## src/rtl/mul_share_arbiter.sv

```systemverilog
// Shares one fixed-latency 8x8 multiplier among NUM_REQ requesters.
// Define MUL_SHARE_FIXED_PRIO_EN for fixed priority (lowest index wins); round-robin by default.
module mul_share_arbiter #(
  parameter int NUM_REQ     = 4,
  parameter int MUL_LATENCY = 2
) (
  input  logic                   clk,
  input  logic                   reset,
  input  logic [NUM_REQ-1:0]     req,
  input  logic [8*NUM_REQ-1:0]   op_a,
  input  logic [8*NUM_REQ-1:0]   op_b,
  output logic [NUM_REQ-1:0]     gnt,
  output logic                   busy,
  output logic [7:0]             mul_num1,
  output logic [7:0]             mul_num2,
  input  logic [15:0]            mul_result,
  output logic [NUM_REQ-1:0]     rsp_valid,
  output logic [15:0]            rsp_data
);

  localparam int IDX_W = $clog2(NUM_REQ);
  localparam int CNT_W = (MUL_LATENCY > 1) ? $clog2(MUL_LATENCY) : 1;
  localparam logic [NUM_REQ-1:0] ONE = NUM_REQ'(1);

  typedef enum logic [1:0] {IDLE, ISSUE, WAIT, RESP} state_t;

  state_t           state;
  logic [CNT_W-1:0] cnt;
  logic [IDX_W-1:0] win;
  logic [IDX_W-1:0] sel;

`ifdef MUL_SHARE_FIXED_PRIO_EN
  function automatic logic [IDX_W-1:0] prio_pick(input logic [NUM_REQ-1:0] r);
    logic [IDX_W-1:0] pick;
    // NOTE: pick gets a default before the loop, so no path leaves it unassigned (no latch).
    pick = '0;
    for (int i = NUM_REQ - 1; i >= 0; i--) begin
      if (r[IDX_W'(i)]) pick = IDX_W'(i);
    end
    return pick;
  endfunction

  assign sel = prio_pick(req);
`else
  logic [IDX_W-1:0] ptr;

  // Walk offsets from the far end toward ptr so the nearest requester at/after ptr wins.
  function automatic logic [IDX_W-1:0] rr_pick(input logic [NUM_REQ-1:0] r,
                                               input logic [IDX_W-1:0]   p);
    logic [IDX_W-1:0] pick;
    int               k;
    pick = p;
    for (int i = NUM_REQ - 1; i >= 0; i--) begin
      k = int'(p) + i;
      if (k >= NUM_REQ) k = k - NUM_REQ;
      if (r[IDX_W'(k)]) pick = IDX_W'(k);
    end
    return pick;
  endfunction

  assign sel = rr_pick(req, ptr);
`endif

  // NOTE: all state uses non-blocking assignments so every register updates from pre-edge values.
  always_ff @(posedge clk) begin
    if (reset) begin
      // NOTE: every register is reset, because each output must read 0 and in-flight work is dropped.
      state     <= IDLE;
      cnt       <= '0;
      win       <= '0;
      gnt       <= '0;
      rsp_valid <= '0;
      busy      <= 1'b0;
      mul_num1  <= '0;
      mul_num2  <= '0;
      rsp_data  <= '0;
`ifndef MUL_SHARE_FIXED_PRIO_EN
      ptr       <= '0;
`endif
    end else begin
      gnt       <= '0;
      rsp_valid <= '0;
      unique case (state)
        IDLE: begin
          if (|req) begin
            win      <= sel;
            mul_num1 <= op_a[{sel, 3'b000} +: 8];
            mul_num2 <= op_b[{sel, 3'b000} +: 8];
            gnt      <= ONE << sel;
            busy     <= 1'b1;
            state    <= ISSUE;
`ifndef MUL_SHARE_FIXED_PRIO_EN
            ptr      <= (sel == IDX_W'(NUM_REQ - 1)) ? '0 : sel + 1'b1;
`endif
          end
        end
        ISSUE: begin
          cnt   <= CNT_W'(MUL_LATENCY - 1);
          state <= WAIT;
        end
        WAIT: begin
          if (cnt == '0) begin
            rsp_data  <= mul_result;
            rsp_valid <= ONE << win;
            state     <= RESP;
          end else begin
            cnt <= cnt - 1'b1;
          end
        end
        RESP: begin
          busy  <= 1'b0;
          state <= IDLE;
        end
        default: state <= IDLE;
      endcase
    end
  end

endmodule

```

## config.mk

```make
export PLATFORM = sky130hd
export DESIGN_NAME = mul_share_arbiter
export DESIGN_NICKNAME = d
export VERILOG_FILES = /design/src/rtl/mul_share_arbiter.sv
export SDC_FILE = /design/constraint.sdc
export NUM_CORES = 1
export LEC_CHECK = 0
export CORE_ASPECT_RATIO = 1.5
export CORE_UTILIZATION = 41
export DETAILED_ROUTE_END_ITERATION = 6
export PLACE_DENSITY = 0.83
export SLEW_MARGIN = 20
export SYNTH_ARGS = -nofsm -noshare
export SYNTH_HDL_FRONTEND = slang
export SYNTH_SLANG_ARGS = --single-unit
```

## constraint.sdc

```tcl
create_clock -name clk -period 6.3 [get_ports clk]
set_input_delay 1.89 -clock clk [delete_from_list [all_inputs] [get_ports clk]]
set_output_delay 1.89 -clock clk [all_outputs]
set_load 0.05 [all_outputs]
```

==> results by group <==
Drt
  – Remaining DRCs: 0
  – DR vias: 2171
  – Met1 wire length: 2250 um
  – Routed vias/inst: ~5.1
  – TritonRoute pass-1 iters: 4
  – Top Layer Used: met4
  – WL met3: 731 um
  – Met2 WL: 2850 um
  – Post-DRT Antenna Nets: 0
  – Initial DRC count: 73
  – WL/cell: between 10 and 15 um
  – DRT Wirelength: 5910 um

Floorplanning
  – Initial Util: 42.6%
  – Die Wd: 61.6 um
  – # rows: 32
  – Die height: 91.4 um
  – Boundary pin count: 127
  – Core outline area: 5120 um^2
  – Die area: 5630 um^2

Placed design
  – Gpl congestion: about 0.77
  – Hpwl dp: 4610 um
  – Placed Area: 3440 um^2
  – PortBufs: about 130
  – Placed cells: 418
  – Pre-CTS setup slack: 1.89 ns

CTS
  – CTS Sinks: 48
  – Max Buffers Root-to-Sink: 2
  – Reg clk slew, reported paths: 0.09 ns
  – TritonCTS Buffers: 5
  – CTS tree: yes
  – Worst-Skew Late Latency: 0.29 ns
  – Hold-fix buffers, CTS: 0
  – Depth of the CTS H-tree: 2
  – Post-CTS Setup Repair Bufs: 0
  – Clock Root Buffer: clkbuf_8
  – CTS resizes: 0

Min path
  – Worst min-delay path class: flop to flop
  – Hold Crit Endpoint: rsp_data[14]$_SDFFE_PP0P_
  – Min-delay src: rsp_data[14]$_SDFFE_PP0P_
  – Worst hold path depth: 2

Worst setup path
  – Critical Path Sink Type: flop
  – Worst Path Class, Setup: input pin to flop
  – Worst path required time: around 6.5 ns
  – Worst R2R Path Depth: 6
  – WP data arrival: 4.24 ns
  – Reg2reg start: ptr[0]$_SDFFE_PP0N_
  – Internal reg-to-reg setup slack: 3.98 ns
  – Worst-path maximum fanout: 38
  – RR Endpoint: ptr[1]$_SDFFE_PP0N_
  – Setup crit start kind: input pin

Final layout
  – Post-layout util: 69.4%
  – Post-Layout Cell Count: ~430
  – Share of cells above drive strength 1: 3.63%
  – Multi-input gate area: approximately 1100 um^2
  – Layout fillers: around 450
  – Most common cell after layout, fill and taps aside: clkdlybuf4s50_1
  – Reg area: 961 um^2
  – Area grow syn2layout: 62.8%
  – Commonest cells after routing, fill and taps aside: clkdlybuf4s50_1, nand2_1, dfxtp_1
  – Post-route cell area: 3560 um^2
  – Nets: approximately 450
  – Antenna Cells: 0

Run status
  – Outcome: finished clean

Timing
  – RSZ-0062 raised after global routing: false
  – FMAX: 246 MHz
  – Setup_tns: 0 ns
  – Tcrit/Tclk final: 64.5%
  – Fin. Hold Viols: 0
  – # setup viols final: 0
  – Worst slew margin: 30.6%
  – Worst slew pin tran: ~1.0 ns
  – Min setup slack post-route: 2.24 ns
  – Final Skew: 0.00943 ns
  – Fin. max-slew vios: 0
  – Final min period: 4.06 ns
  – Hold slack: 0.457 ns

Global route
  – Initial antenna violation count: 0
  – Largest net degree at the start of global routing: 39
  – Global-route wire length before repair: approximately 9000 um
  – GRT Residual Overflow: 0
  – GR Util All Layers: 20.6%
  – Vias in the first global route: 2134

Job
  – # Max-Cap Violations: 0

Power
  – Leakage: about 1.4 nW
  – Max VDD drop: 0.280 mV
  – Design Power: ~1.5 mW
  – Power Density: 430 nW/um^2

Logic synthesis
  – Post-Syn Instances: 240
  – Yosys warnings: 0
  – EDFF count, synth: 0
  – Syn_area_per_cell: 9.10 um^2
  – Top FF cell, synth: dfxtp_1
  – Syn Std Cell Area: ~2200 um^2
  – Synth Register Bits: 48
  – Synth cell types: 30
  – Async SR Flop Fraction: 0%
  – Mapped Nets: 331
  – Register area share after synthesis: between 40 and 50%
## area by class of cell
class                   instances  area share, %
multi-input cells             172           31.3
repair buffers                127           35.7
clock buffers                   5           1.94
clock inverters                 3           1.34
well taps                      68           2.39
inverters                       3          0.317
flip-flops and latches         48           27.0
## Yosys cell counts (2+ instances only)
cell	number	area share, %
nand2b_1	2	0.57
o221ai_1	16	6.4
ha_1	5	2.9
inv_1	3	0.52
dfxtp_1	48	44
a21oi_1	19	4.4
nand2_1	54	9.3
buf_4	3	1.0
clkbuf_2	2	0.46
buf_2	2	0.46
a211oi_1	2	0.69
nor2_1	19	3.3
nor2b_1	5	1.4
buf_6	3	1.5
mux2i_1	36	16
clkbuf_1	6	1.0
a21boi_0	2	0.69
## where the power goes
group	switching (mW)	leakage, nW	total [mW]	internal, mW
sequential	0.0542	0.393	0.454	0.399
combinational	0.522	0.915	0.853	0.331
clock	0.102	0.0583	0.222	0.120
total	0.679	1.37	1.53	0.850
## cell families after synthesis
logic type      count (synthesis)  share of synthesized area [%]
fa+ha+maj                       5                           2.86
buf+inv                        20                           5.21
mux                            36                           16.5
flops                          48                           44.0
compound gates                 44                           14.8
simple gates                   87                           16.7
## state kept, by name, indices dropped and copies added, names as in the netlist
signal and count:
mul_num2 8, ptr 2, state 2, busy 1
cnt 1, gnt 4, rsp_data 16, rsp_valid 4
win 2, mul_num1 8
## worst max-delay path, cell delays in order
cell	delay, ns
clkdlybuf4s50_1	0.50
and2b_1	0.23
o21bai_1	0.13
and3b_2	0.90
ha_1	0.39
mux2i_1	0.14
nor2_1	0.06
## how the worst max path moves through the flow
stage                               endpoint   start  slack [ns]  depth (start not counted)
global route             ptr[1]$_SDFFE_PP0N_  req[0]        2.07                          7
finish                   ptr[1]$_SDFFE_PP0N_  req[0]        2.24                          7
detailed placement       ptr[1]$_SDFFE_PP0N_  req[0]        1.89                          7
global placement    mul_num1[5]$_SDFFE_PP0N_  req[1]        1.94                          5
floorplan                ptr[0]$_SDFFE_PP0N_  req[1]        2.89                          9
CTS                      ptr[1]$_SDFFE_PP0N_  req[0]        2.21                          7
## layer usage
| metal | up-vias | GRT usage (%) |
|---|---|---|
| met3 | 12 | 7.55 |
| li1 | 1069 | - |
| met5 | - | 0 |
| met4 | 0 | 4.81 |
| met2 | 117 | 37.3 |
| met1 | 973 | 21.5 |
(Power assumes the default switching activity.)
